<file path="src/rtl/stream_demux.sv">
// Registered 1-to-N stream demultiplexer with one-entry holding register per channel.
// Optional broadcast input enabled by defining STREAM_DEMUX_BCAST_EN.
module stream_demux #(
  parameter int WIDTH = 4,
  parameter int CHANNELS = 4,
  localparam int SEL_W = $clog2(CHANNELS)
) (
  input  logic                      clk,
  input  logic                      rst_n,
  input  logic [WIDTH-1:0]          in_data,
  input  logic [SEL_W-1:0]          in_sel,
  input  logic                      in_valid,
  output logic                      in_ready,
`ifdef STREAM_DEMUX_BCAST_EN
  input  logic                      in_bcast,
`endif
  output logic [CHANNELS*WIDTH-1:0] out_data,
  output logic [CHANNELS-1:0]       out_valid,
  input  logic [CHANNELS-1:0]       out_ready,
  output logic                      bad_sel,
  input  logic                      clr_err
);

  logic [WIDTH-1:0]    data_p0 [CHANNELS];
  logic [CHANNELS-1:0] vld_p0;
  logic [CHANNELS-1:0] slot_free;
  logic [CHANNELS-1:0] load;
  logic                sel_ok;
  logic                sel_free;
  logic                accept;
  logic                bcast;

`ifdef STREAM_DEMUX_BCAST_EN
  assign bcast = in_bcast;
`else
  assign bcast = 1'b0;
`endif

  // A slot can take a word if empty or being drained in this same cycle.
  assign slot_free = ~vld_p0 | out_ready;

  always_comb begin
    sel_ok   = 32'(in_sel) < 32'(CHANNELS);
    sel_free = 1'b0;
    for (int i = 0; i < CHANNELS; i++) begin
      if (32'(in_sel) == 32'(i)) sel_free = slot_free[i];
    end
  end

  // Out-of-range selects are always accepted so the producer is never wedged.
  assign in_ready = bcast ? &slot_free : (~sel_ok | sel_free);
  assign accept   = in_valid & in_ready;

  always_comb begin
    load = '0;
    for (int i = 0; i < CHANNELS; i++) begin
      load[i] = accept & (bcast | (sel_ok & (32'(in_sel) == 32'(i))));
    end
  end

  // Stage p0: holding registers; a refill takes priority over a drain.
  always_ff @(posedge clk or negedge rst_n) begin
    if (!rst_n) begin
      vld_p0 <= '0;
      for (int i = 0; i < CHANNELS; i++) data_p0[i] <= '0;
    end else begin
      for (int i = 0; i < CHANNELS; i++) begin
        if (load[i]) begin
          data_p0[i] <= in_data;
          vld_p0[i]  <= 1'b1;
        end else if (vld_p0[i] && out_ready[i]) begin
          data_p0[i] <= '0;
          vld_p0[i]  <= 1'b0;
        end
      end
    end
  end

  always_ff @(posedge clk or negedge rst_n) begin
    if (!rst_n) begin
      bad_sel <= 1'b0;
    end else if (accept && !bcast && !sel_ok) begin
      bad_sel <= 1'b1;
    end else if (clr_err) begin
      bad_sel <= 1'b0;
    end
  end

  for (genvar g = 0; g < CHANNELS; g++) begin : g_out
    assign out_data[g*WIDTH +: WIDTH] = data_p0[g];
  end

  assign out_valid = vld_p0;

endmodule

</file>
<file path="config.mk">
export PLATFORM = sky130hd
export DESIGN_NAME = stream_demux
export DESIGN_NICKNAME = d
export VERILOG_FILES = /design/src/rtl/stream_demux.sv
export SDC_FILE = /design/constraint.sdc
export NUM_CORES = 1
export LEC_CHECK = 0
export BUFFER_PORTS_ARGS = -buffer_cell sky130_fd_sc_hd__buf_2
export CORE_ASPECT_RATIO = 0.5
export CORE_MARGIN = 2
export CORE_UTILIZATION = 35
export CTS_CLUSTER_DIAMETER = 100
export CTS_CLUSTER_SIZE = 16
export DETAILED_ROUTE_END_ITERATION = 8
export PLACE_DENSITY_LB_ADDON = 0.12
export SETUP_SLACK_MARGIN = 0.4
export SLEW_MARGIN = 30
export SYNTH_ARGS = -nofsm -noshare
export SYNTH_HDL_FRONTEND = slang
export SYNTH_SLANG_ARGS = --single-unit
</file>
<file path="constraint.sdc">
create_clock -name clk -period 2 [get_ports clk]
set_input_delay 0 -clock clk [delete_from_list [all_inputs] [get_ports clk]]
set_output_delay 0 -clock clk [all_outputs]
set_load 0.02 [all_outputs]
</file>
# Yosys cells after proc, flatten, opt, wreduce, memory -nomap -nowiden

Cells that the tools add are included.

Bitwise operators: 7
Reductions and logical operators: 9
Eq/ne operators: 3
Multiplexer cells: 20

Operators by type and width:

| operator                                                         | count |
|---|---|
| 4-bit 2-to-1 mux                                                 | 8 |
| 1-bit 2-to-1 mux                                                 | 12 |
| 2-bit nonzero test                                               | 4 |
| 1-bit bitwise AND                                                | 5 |
| 2-bit == test (second input constant)                            | 2 |
| 1-bit logical AND                                                | 4 |
| 4-bit inverter                                                   | 1 |
| 4-bit bitwise OR                                                 | 1 |
| 2-bit by 1-bit == test with 1-bit output (second input constant) | 1 |
| 2-bit zero test                                                  | 1 |

Input port bits: 14
Bits in registers: 20
Output and inout port bits: 22

# Longest topological paths before layout

Gate-level depths: netlist of run 1.

Depth after elaboration: 9
Depth in mapped cells: 4
Depth with buffers taken out: 3

# Worst setup path before layout of run 1

OpenSTA, ideal clock, no wires.

Path type: register -> register
Start point: reg vld_p0[0] (netlist: out_valid[0])
End point: reg vld_p0[0] (netlist: out_valid[0])
Slack: 879 ps
Library setup time: 127 ps
Arrival time: 993 ps
Cell stages (with the launch flop): 3
Cell sequence: dfrtp_1 > and2b_1 > or2_2

Word-level cells in the longest chain between the ends: 9
Elaborated cells on any way between the ends: 11

Ends and longest elaborated chain:

| item                                                          | line | RTL |
|---|---|---|
| start: declaration                                            | 25   | `logic [CHANNELS-1:0] vld_p0;` |
| start signal: assignment                                      | 64   | `vld_p0 <= '0;` |
| start signal: indexed assignment                              | 70   | `vld_p0[i] <= 1'b1;` |
| start signal: indexed assignment                              | 73   | `vld_p0[i] <= 1'b0;` |
| 4-bit inverter                                                | 40   | `assign slot_free = ~vld_p0 \| out_ready;` |
| 4-bit bitwise OR                                              | 40   |  |
| 1-bit 2-to-1 mux (4 in a row)                                 | 46   | `if (32'(in_sel) == 32'(i)) sel_free = slot_free[i];` |
| 1-bit bitwise AND                                             | 52   | `assign accept = in_valid & in_ready;` |
| 1-bit bitwise AND                                             | 57   | `load[i] = accept & (bcast \| (sel_ok & (32'(in_sel) == 32'(i))));` |
| 1-bit 2-to-1 mux / 2-bit nonzero test (equally long branches) | -    |  |

Several ways; a longest one is shown, not always the timed one.
A chain may end at the register's enable or synchronous reset.

# Final worst setup path of run 1

Start point: reg vld_p0[2] (netlist: out_valid[2])
End point: out in_ready

Word-level cells in the longest chain between the ends: 4

Ends and longest elaborated chain:

| item                          | line | RTL |
|---|---|---|
| 4-bit inverter                | 40   |  |
| 4-bit bitwise OR              | 40   |  |
| 1-bit 2-to-1 mux (2 in a row) | 46   |  |
| end: declaration              | 13   | `output logic in_ready,` |

Every way passes these cells.

==> results of run 1 <==
through the flow:
step           cell area (um^2)  std cells  hold WS [ns]
6_report                   1260        158        0.0199
5_1_grt                    1260        158        0.0408
4_1_cts                    1260        158        0.0233
3_5_place_dp               1190        153       -0.0256
3_3_place_gp               1190        153       -0.0120
2_1_floorplan              1030         88        -0.296
registers in the layout, summed over array words and instances, names as in the netlist:
signal,cells
out_data,16
out_valid,4
layer usage:
metal,GRT usage (%),vias up,share of wire [%]
met5,0,-,0
met2,20.8,18,41
li1,-,410,-
met4,3.05,0,0.57
met1,20.3,385,52
met3,6.25,2,5.9
synthesized netlist by cell type (2+ instances only):
library cell	n
sky130_fd_sc_hd__mux2i_1	15
sky130_fd_sc_hd__and3b_1	2
sky130_fd_sc_hd__and2b_1	3
sky130_fd_sc_hd__buf_6	2
sky130_fd_sc_hd__a22o_1	3
sky130_fd_sc_hd__o21ai_0	2
sky130_fd_sc_hd__a32oi_1	13
sky130_fd_sc_hd__dfrtp_1	20
sky130_fd_sc_hd__buf_4	2
sky130_fd_sc_hd__o21ai_1	12
sky130_fd_sc_hd__or2_1	2
power groups by stage:
stage          registers [W]  clock network (W)  logic (W)
2_1_floorplan       0.000623                  0   0.000111
3_3_place_gp        0.000535                  0   0.000320
3_5_place_dp        0.000538                  0   0.000321
4_1_cts             0.000529           0.000316   0.000323
5_1_grt             0.000540           0.000340   0.000347
6_report            0.000530           0.000307   0.000319
area by class of cell:
class	instances	share of cell area, %
Clock buffer	4	4.37
Inverter	1	0.298
Multi-Input combinational cell	62	38.0
Sequential cell	20	39.7
Tap cell	37	3.67
Timing Repair Buffer	34	13.9
cells by family after synthesis:
family,synth area share (%)
buffers and inverters,4.51
AND/OR/NAND/NOR,10.1
AO/OA/AOI/OAI,20.5
other,0.366
multiplexers,15.7
flip-flops,48.8
cells in the final DEF, fill, tap and decap left out:
cell                            netlist  final
sky130_fd_sc_hd__nor2_1               1      1
sky130_fd_sc_hd__nand3_1              1      1
sky130_fd_sc_hd__o21ai_1             12     12
sky130_fd_sc_hd__and3b_1              2      2
sky130_fd_sc_hd__nor2b_1              1      1
sky130_fd_sc_hd__nand2b_1             1      1
sky130_fd_sc_hd__buf_2                1     33
sky130_fd_sc_hd__or2_2                1      1
sky130_fd_sc_hd__dlygate4sd3_1        0      1
sky130_fd_sc_hd__o21ai_0              2      2
sky130_fd_sc_hd__conb_1               1      1
sky130_fd_sc_hd__inv_1                1      1
sky130_fd_sc_hd__and2b_1              3      3
sky130_fd_sc_hd__or2_1                2      2
sky130_fd_sc_hd__clkbuf_8             0      4
sky130_fd_sc_hd__and3_2               1      1
sky130_fd_sc_hd__a32oi_1             13     13
sky130_fd_sc_hd__mux2i_1             15     15
sky130_fd_sc_hd__dfrtp_1             20     20
sky130_fd_sc_hd__mux2_2               1      1
sky130_fd_sc_hd__nand2_1              1      1
sky130_fd_sc_hd__nor3b_2              1      1
sky130_fd_sc_hd__a22o_1               3      3
worst register-to-register path: stages (launching register included):
cell	delay (ns)
sky130_fd_sc_hd__dfrtp_1	0.44
sky130_fd_sc_hd__and2b_1	0.25
sky130_fd_sc_hd__or2_2	0.31
worst min path at each step:
stage,from,endpoint,slack (ns),depth (start not counted)
after detailed placement,rst_n,out_data[7],-0.03,1
final,out_ready[3],out_data[15],0.02,3
after global placement,rst_n,out_data[6],-0.01,1
after global routing,out_ready[3],out_valid[3],0.04,3
after floorplan,rst_n,out_data[0],-0.30,0
after CTS,out_ready[3],out_data[15],0.02,3
==> insert_results.sql, run 1 <==
INSERT INTO impl_metrics (metric_group, metric, value, unit) VALUES
('global_routing', 'grt_antenna_before_repair', '0', ''),
('die', 'placeableCoreArea', '2680', 'um^2'),
('final_layout', 'multi_input_area', '479', 'um^2'),
('clock_network', 'tritoncts', 'yes', ''),
('clock_network', 'clk_root_buffer_cell', 'sky130_fd_sc_hd__clkbuf_8', ''),
('sta', 'slew_violations', '0', ''),
('routing', 'first_pass_drt_iterations', '2', ''),
('worst_setup_path', 'worst_path_dominant_cell_family', 'flip-flops', ''),
('clock_network', 'cts.hold.buffers_added', '1', ''),
('worst_setup_path', 'cp_num_cells', '4', ''),
('outcome', 'status', 'finished clean', ''),
('clock_network', 'clkLatencyLatePin', '0.26', 'ns'),
('clock_network', 'cts.repair.resized', '0', ''),
('synth', 'synth_area_leaders', 'sky130_fd_sc_hd__dfrtp_1, sky130_fd_sc_hd__mux2i_1, sky130_fd_sc_hd__a32oi_1', ''),
('clock_network', 'post_cts.repair.setup_buffers', '0', ''),
('die', 'die_width', '80.6', 'um'),
('die', 'design.die.area', '3410', 'um^2'),
('worst_setup_path', 'crit_buf_inv', '1', ''),
('die', 'chip_height', '42.3', 'um'),
('final_layout', 'flow.area_growth_from_synthesis', '22.8', '%'),
('final_layout', 'number_of_filler_instances_in_the_final_layout', '268', ''),
('worst_setup_path', 'critical-path-max-stage-delay', '0.43', 'ns'),
('routing', 'avgRoutedWirePerCell', '14.4', 'um'),
('routing', 'routed_via_density', '5.16', ''),
('worst_setup_path', 'launching_element_of_the_worst_setup_path', 'out_valid[2]', ''),
('synth', 'syn_area', '1030', 'um^2'),
('synth', 'synth_enable_flop_cells', '0', ''),
('sta', 'finalHoldViolations', '0', ''),
('power', 'cell_area_power_density', '918', 'nW/um^2'),
('die', 'design.portCount', '36', ''),
('placement', 'gp_congestion', '0.713', ''),
('clock_network', 'clock_sink_count', '20', ''),
('global_routing', 'grt_max_degree', '21', ''),
('global_routing', 'first_pass_grt_wire_length', '3.69', 'mm'),
('routing', 'final_routed_drc_violation_total', '0', ''),
('power', 'power.combinational.fraction', '27.6', '%'),
('worst_setup_path', 'critical-path-slowest-cell', 'sky130_fd_sc_hd__dfrtp_1', ''),
('routing', 'drtIter0Drc', '14', ''),
('synth', 'synth-seq-area-share', '48.8', '%'),
('power', 'power', '0.00116', 'W'),
('sta', 'postLayoutSetupSlackWorst', '0.519', 'ns'),
('global_routing', 'gr-total-overflow', '0', ''),
('final_layout', 'postLayoutCoreUtil', '46.9', '%'),
('global_routing', 'grt_pass1_vias', '763', ''),
('final_layout', 'diodes', '0', ''),
('worst_setup_path', 'reg2regPathDepth', '2', ''),
('min_path', 'min_path_type', 'input pin to register', ''),
('sta', 'setup-tns-final', '0', 'ns'),
('clock_network', 'tritoncts.num_buffers', '3', ''),
('flow_run', 'maxCapViolCount', '0', ''),
('worst_setup_path', 'critical_path.startpoint_type', 'register', ''),
('sta', 'worstMarginPinSlew', '0.642', 'ns'),
('clock_network', 'clock_tree.htree_level_count', '1', ''),
('synth', 'synth.lib_cells_used.distinct', '23', ''),
('worst_setup_path', 'setup.reg_to_reg.worst_slack', '0.90', 'ns'),
('synth', 'synth.avg_cell_area', '11.7', 'um^2'),
('final_layout', 'net_count_of_the_finished_layout', '136', ''),
('worst_setup_path', 'crit_path_cell_trace', 'and2b_1 -> mux2i_1 -> mux2_2 -> buf_2', ''),
('power', 'pwr-share-seq', '45.9', '%'),
('sta', 'timing.clock.skew', '0.00591', 'ns'),
('die', 'num_rows', '13', ''),
('worst_setup_path', 'setup.worst_path.end', 'in_ready', ''),
('routing', 'drt_wl_total', '2.27', 'mm'),
('power', 'clock_power_share', '26.6', '%'),
('worst_setup_path', 'cp_data_arrival_time', '1.48', 'ns'),
('worst_setup_path', 'r2r_end', 'out_valid[0]', ''),
('worst_setup_path', 'endpoint_kind', 'output pin', ''),
('power', 'max-vdd-ir-drop', '0.000336', 'V'),
('worst_setup_path', 'critical_path.max_fanout', '6', ''),
('synth', 'synth_top_cell_by_area', 'sky130_fd_sc_hd__dfrtp_1', ''),
('sta', 'timing.slew.headroom', '57.0', '%');
No activity file was read; power rests on OpenSTA's default activity.
==> inputs of run 2 (changes only) <==
clock period = 1.4 ns   (was 2 ns; I/O delays follow)
==> insert_results.sql, run 2 (synthesized netlist as in run 1, its figures left out) <==
INSERT INTO impl_metrics (metric_group, metric, value, unit) VALUES
('power', 'pwr-share-seq', '43.7', '%'),
('sta', 'timing.clock.skew', '0.00263', 'ns'),
('worst_setup_path', 'reg2regPathDepth', '4', ''),
('final_layout', 'postLayoutCoreUtil', '51.4', '%'),
('clock_network', 'clk_root_buffer_cell', 'sky130_fd_sc_hd__clkbuf_8', ''),
('sta', 'final_setup_violation_count', '0', ''),
('routing', 'dr_total_vias', '866', ''),
('global_routing', 'grt_util_all_layers', '15.7', '%'),
('clock_network', 'clkLatencyLatePin', '0.26', 'ns'),
('worst_setup_path', 'r2r_end', 'out_data[2]', ''),
('final_layout', 'number_of_filler_instances_in_the_final_layout', '255', ''),
('sta', 'final_period_minus_worst_setup_slack', '1.29', 'ns'),
('sta', 'postLayoutSetupSlackWorst', '0.113', 'ns'),
('final_layout', 'drive_gt1_share', '46.5', '%'),
('power', 'internal_power', '0.00114', 'W'),
('global_routing', 'grt_pass1_vias', '840', ''),
('final_layout', 'flow.area_growth_from_synthesis', '34.5', '%'),
('global_routing', 'grt_antenna_before_repair', '0', ''),
('routing', 'drtIter0Drc', '38', ''),
('power', 'switching_share', '33.7', '%'),
('clock_network', 'tritoncts.num_buffers', '3', ''),
('placement', 'detailedPlace.worstSlack', '0.279', 'ns'),
('worst_setup_path', 'criticalPathCategory', 'register to output pin', ''),
('routing', 'avgRoutedWirePerCell', '14.9', 'um'),
('flow_run', 'maxCapViolCount', '0', ''),
('routing', 'routed_via_density', '5.22', ''),
('die', 'num_rows', '13', ''),
('die', 'design.portCount', '36', ''),
('sta', 'slew_violations', '0', ''),
('die', 'design.die.area', '3410', 'um^2'),
('die', 'chip_height', '42.3', 'um'),
('final_layout', 'layout.cells.most_common', 'sky130_fd_sc_hd__buf_2', ''),
('clock_network', 'clock_sink_count', '20', ''),
('sta', 'rsz_0062_raised_after_global_routing', 'yes', ''),
('routing', 'drt.antenna.violating_nets', '0', ''),
('final_layout', 'net_count_of_the_finished_layout', '144', ''),
('clock_network', 'cts-root-to-sink-buffers', '2', ''),
('min_path', 'min_path_type', 'input pin to register', ''),
('min_path', 'min_delay_endpoint', 'out_data[15]', ''),
('final_layout', 'final_area', '1380', 'um^2'),
('worst_setup_path', 'reg2reg_from', 'out_valid[0]', ''),
('sta', 'fmax', '777', 'MHz'),
('worst_setup_path', 'timing.critical_path.required', '1.40', 'ns'),
('worst_setup_path', 'cp_data_arrival_time', '1.29', 'ns'),
('outcome', 'status', 'finished clean', ''),
('power', 'power.combinational.fraction', '29.9', '%'),
('final_layout', 'final_cell_mix', 'sky130_fd_sc_hd__buf_2, sky130_fd_sc_hd__dfrtp_1, sky130_fd_sc_hd__mux2i_1', ''),
('routing', 'final_routed_drc_violation_total', '0', ''),
('power', 'power.net_switching', '0.000578', 'W'),
('clock_network', 'clock_input_transition_at_the_sequential_cells_of_the_worst_setup_and_hold_paths', '0.08', 'ns'),
('worst_setup_path', 'endpoint_kind', 'output pin', ''),
('routing', 'drt_wl_total', '2.47', 'mm'),
('worst_setup_path', 'critical_path.startpoint_type', 'register', ''),
('power', 'clock_power_share', '26.4', '%'),
('routing', 'first_pass_drt_iterations', '4', ''),
('clock_network', 'tritoncts', 'yes', ''),
('global_routing', 'grt_max_degree', '21', ''),
('die', 'die_width', '80.6', 'um'),
('placement', 'gp_congestion', '0.723', ''),
('sta', 'final_min_period_over_clock_period', '91.9', '%'),
('min_path', 'whs_path_depth', '3', ''),
('worst_setup_path', 'setup.reg_to_reg.worst_slack', '0.31', 'ns'),
('placement', 'port-buffer-count', '33', ''),
('die', 'start_util', '38.2', '%'),
('power', 'power', '0.00171', 'W'),
('power', 'max-vdd-ir-drop', '0.000643', 'V'),
('sta', 'finalHoldViolations', '0', ''),
('placement', 'detailed_place_hpwl', '1.70', 'mm'),
('die', 'placeableCoreArea', '2680', 'um^2'),
('clock_network', 'clock_tree.htree_level_count', '1', ''),
('power', 'cell_area_power_density', '1240', 'nW/um^2'),
('placement', 'placement.cell_area', '1220', 'um^2'),
('min_path', 'worst_min_path_start', 'out_ready[3]', ''),
('final_layout', 'diodes', '0', ''),
('sta', 'setup-tns-final', '0', 'ns'),
('final_layout', 'flip_flop_count_of_the_largest_register_after_layout', '16', ''),
('worst_setup_path', 'critical_path.max_fanout', '2', ''),
('global_routing', 'gr-total-overflow', '0', ''),
('global_routing', 'first_pass_grt_wire_length', '3.93', 'mm'),
('power', 'standby_leakage_power', '0.662', 'nW');
## run 2: cell types whose count changed in the layout (fill, tap and decap cells not counted), moves of 3 or more
cell,before,now
sky130_fd_sc_hd__and2b_1,3,0
sky130_fd_sc_hd__and2b_2,0,3
sky130_fd_sc_hd__buf_2,33,30
sky130_fd_sc_hd__buf_4,0,8
sky130_fd_sc_hd__buf_6,0,3
sky130_fd_sc_hd__dfrtp_1,20,16
sky130_fd_sc_hd__dfrtp_2,0,4
## run 2: worst max-delay path, cell delays in order, from the launching register on
cell                      delay [ns]
sky130_fd_sc_hd__dfrtp_2        0.41
sky130_fd_sc_hd__and2b_2        0.21
sky130_fd_sc_hd__mux2i_1        0.14
sky130_fd_sc_hd__mux2_4         0.17
sky130_fd_sc_hd__buf_6          0.11
## run 2: power groups by stage
stage	sequential, W	clock (W)	combinational, W
floorplan	0.000892	0	0.000165
global placement	0.000768	0	0.000465
detailed placement	0.000771	0	0.000469
CTS	0.000749	0.000454	0.000507
global route	0.000762	0.000489	0.000558
finish	0.000749	0.000452	0.000513
## run 2: layer usage
layer | up-vias | routed length (um) | GRT usage (%)
li1 | 425 | - | -
met1 | 414 | 1220 | 22.3
met2 | 25 | 1070 | 22.5
met3 | 2 | 174 | 6.25
met4 | 0 | 8 | 3.39
met5 | - | 0 | 0
## run 2: worst max path at each step
stage,start,to,cells after the start
2_1_floorplan,out_valid[0],out_data[0],3
3_3_place_gp,out_valid[0],in_ready,4
3_5_place_dp,out_valid[0],in_ready,4
4_1_cts,out_valid[0],in_ready,4
5_1_grt,out_valid[0],in_ready,4
6_report,out_valid[2],in_ready,4
## run 2: final cells by class
cell class | instances | area [um^2] | share of cell area, %
Clock buffer | 4 | 55.1 | 3.99
Sequential cell | 20 | 505 | 36.6
Timing Repair Buffer | 42 | 254 | 18.4
Inverter | 1 | 3.75 | 0.272
Tap cell | 37 | 46.3 | 3.35
Multi-Input combinational cell | 62 | 515 | 37.4
## run 2: through the flow
step,hold WS [ns],std cells
2_1_floorplan,-0.296,88
3_3_place_gp,-0.0144,154
3_5_place_dp,-0.0177,154
4_1_cts,0.0459,166
5_1_grt,0.0637,166
6_report,0.0428,166
## run 2: repair_timing
| action | in CTS | in global routing |
|---|---|---|
| endpoints found under the setup margin | 16 | 21 |
| hold endpoints to repair | 20 | 0 |
| pin swaps | 3 | 4 |
| hold buffers | 1 | 0 |
| gates resized for setup | 4 | 6 |
| buffers inserted | 7 | 0 |
==> inputs of run 3 (changes only) <==
clock period = 1.5 ns   (was 1.4 ns; I/O delays follow)
==> insert_results.sql, run 3 (synthesized netlist as in run 1, its figures left out) <==
INSERT INTO impl_metrics (metric_group, metric, value, unit) VALUES
('worst_setup_path', 'critical_path.startpoint_type', 'register', ''),
('power', 'internal_power', '0.00100', 'W'),
('routing', 'final_routed_drc_violation_total', '0', ''),
('final_layout', 'net_count_of_the_finished_layout', '146', ''),
('clock_network', 'clock_input_transition_at_the_sequential_cells_of_the_worst_setup_and_hold_paths', '0.08', 'ns'),
('routing', 'drt.antenna.violating_nets', '0', ''),
('sta', 'fmax', '775', 'MHz'),
('flow_run', 'maxCapViolCount', '0', ''),
('global_routing', 'grt_pass1_vias', '838', ''),
('final_layout', 'layout.cells.most_common', 'sky130_fd_sc_hd__buf_2', ''),
('final_layout', 'number_of_filler_instances_in_the_final_layout', '284', ''),
('sta', 'fin_hold_ws', '0.0681', 'ns'),
('global_routing', 'grt_max_degree', '21', ''),
('sta', 'final_period_minus_worst_setup_slack', '1.29', 'ns'),
('global_routing', 'grt_util_all_layers', '15.9', '%'),
('power', 'switching_share', '34.7', '%'),
('clock_network', 'clock_tree.htree_level_count', '1', ''),
('clock_network', 'tritoncts.num_buffers', '3', ''),
('worst_setup_path', 'timing.critical_path.required', '1.50', 'ns'),
('worst_setup_path', 'criticalPathCategory', 'register to output pin', ''),
('power', 'clock_power_share', '22.9', '%'),
('power', 'standby_leakage_power', '0.663', 'nW'),
('die', 'design.die.area', '3410', 'um^2'),
('min_path', 'min_path_type', 'input pin to register', ''),
('die', 'num_rows', '13', ''),
('routing', 'routed_via_density', '5.37', ''),
('global_routing', 'first_pass_grt_wire_length', '4.13', 'mm'),
('global_routing', 'gr-total-overflow', '0', ''),
('sta', 'finalHoldViolations', '0', ''),
('worst_setup_path', 'endpoint_kind', 'output pin', ''),
('placement', 'placedCellCount', '154', ''),
('clock_network', 'clock_sink_count', '20', ''),
('final_layout', 'diodes', '0', ''),
('power', 'power.combinational.fraction', '31.1', '%'),
('routing', 'drt_wl_total', '2.56', 'mm'),
('placement', 'port-buffer-count', '33', ''),
('final_layout', 'drive_gt1_share', '46.9', '%'),
('sta', 'final_min_period_over_clock_period', '86.1', '%'),
('global_routing', 'grt_antenna_before_repair', '0', ''),
('die', 'die_width', '80.6', 'um'),
('sta', 'final_setup_violation_count', '0', ''),
('die', 'chip_height', '42.3', 'um'),
('sta', 'rsz_0062_raised_after_global_routing', 'yes', ''),
('final_layout', 'post_route_insts_no_fill', '167', ''),
('power', 'power', '0.00154', 'W'),
('routing', 'avgRoutedWirePerCell', '15.3', 'um'),
('placement', 'gp_congestion', '0.696', ''),
('power', 'cell_area_power_density', '1120', 'nW/um^2'),
('power', 'pwr-share-seq', '46.0', '%'),
('routing', 'dr_total_vias', '896', ''),
('sta', 'timing.clock.skew', '0.000481', 'ns'),
('die', 'placeableCoreArea', '2680', 'um^2'),
('die', 'design.portCount', '36', ''),
('final_layout', 'final_cell_mix', 'sky130_fd_sc_hd__buf_2, sky130_fd_sc_hd__dfrtp_1, sky130_fd_sc_hd__mux2i_1', ''),
('outcome', 'status', 'finished clean', ''),
('power', 'max-vdd-ir-drop', '0.000433', 'V'),
('worst_setup_path', 'critical_path.max_fanout', '2', ''),
('placement', 'detailed_place_hpwl', '1.74', 'mm'),
('clock_network', 'cts-root-to-sink-buffers', '2', ''),
('power', 'power.net_switching', '0.000534', 'W'),
('sta', 'setup-tns-final', '0', 'ns'),
('final_layout', 'flip_flop_count_of_the_largest_register_after_layout', '16', ''),
('final_layout', 'flow.area_growth_from_synthesis', '34.3', '%'),
('worst_setup_path', 'cp_data_arrival_time', '1.29', 'ns'),
('routing', 'drtIter0Drc', '40', ''),
('clock_network', 'tritoncts', 'yes', ''),
('clock_network', 'clk_root_buffer_cell', 'sky130_fd_sc_hd__clkbuf_8', ''),
('clock_network', 'clkLatencyLatePin', '0.25', 'ns'),
('sta', 'slew_violations', '0', ''),
('routing', 'first_pass_drt_iterations', '4', ''),
('die', 'start_util', '38.2', '%');
-- run 3: cell types whose count changed in the layout (fill, tap and decap cells not counted) --
cell                       delta
sky130_fd_sc_hd__or2_4        -1
sky130_fd_sc_hd__o21ai_0      -1
sky130_fd_sc_hd__nand2b_1     +1
sky130_fd_sc_hd__or2_2        +1
sky130_fd_sc_hd__nor2_4       +1
sky130_fd_sc_hd__o21ai_1      +2
sky130_fd_sc_hd__nand2b_4     -1
sky130_fd_sc_hd__clkbuf_8     -1
sky130_fd_sc_hd__a32oi_2      +1
sky130_fd_sc_hd__nor2_1       -1
sky130_fd_sc_hd__o21ai_2      -1
sky130_fd_sc_hd__buf_2        +2
sky130_fd_sc_hd__a32oi_1      -1
-- run 3: power by group through the flow --
stage | Sequential (W) | Clock [W] | Combinational [W]
floorplan | 0.000833 | 0 | 0.000148
global placement | 0.000717 | 0 | 0.000427
detailed placement | 0.000722 | 0 | 0.000431
CTS | 0.000705 | 0.000358 | 0.000467
global route | 0.000722 | 0.000389 | 0.000520
finish | 0.000707 | 0.000353 | 0.000478
-- run 3: metrics by stage --
step           util (%)  cell area (um^2)  worst slack, ns
2_1_floorplan         -              1030            0.415
3_3_place_gp       45.0              1210            0.334
3_5_place_dp       45.0              1210            0.326
4_1_cts            49.7              1330            0.219
5_1_grt            51.3              1380            0.159
6_report           51.3              1380            0.209
-- run 3: path summary, 6_finish.rpt --
kind / start / endpoint / slack (ns) / cells past startpoint
worst min-delay path: out_ready[2] / out_data[11] / 0.07 / 3
worst max-delay path: out_valid[2] / in_ready / 0.21 / 4
max in group asynchronous: rst_n / out_valid[0] / 0.93 / 2
worst max register to register: out_valid[0] / out_valid[0] / 0.25 / 4
worst min register to register: out_data[14] / out_data[14] / 0.50 / 1
min in group asynchronous: rst_n / out_data[10] / 0.23 / 2
-- run 3: worst max-delay path, stage by stage (launching register included) --
cell,delay (ns)
sky130_fd_sc_hd__dfrtp_2,0.41
sky130_fd_sc_hd__and2b_2,0.20
sky130_fd_sc_hd__mux2i_1,0.14
sky130_fd_sc_hd__mux2_4,0.17
sky130_fd_sc_hd__buf_6,0.11
-- run 3: area by class of cell --
type	instances	area (um^2)	area share, %
multi-input cells	62	517	37.5
flip-flops and latches	20	505	36.7
repair buffers	44	264	19.2
well taps	37	46.3	3.36
clock buffers	3	41.3	3.00
inverters	1	3.75	0.272
-- run 3: timing repair --
item	4_1_cts	5_1_grt
pin swaps	0	1
setup endpoints to repair	1	20
gates resized for setup	8	8
gates cloned	0	0
setup buffers	7	2
hold buffers	1	0
hold endpoints to repair	20	0
-- run 3: per-layer routing --
metal / up-vias / wire length [um] / global-route usage (%)
li1: 427 / - / -
met4: 0 / 0 / 1.02
met5: - / 0 / 0
met1: 451 / 1280 / 22.6
met3: 0 / 122 / 4.96
met2: 18 / 1150 / 25.0
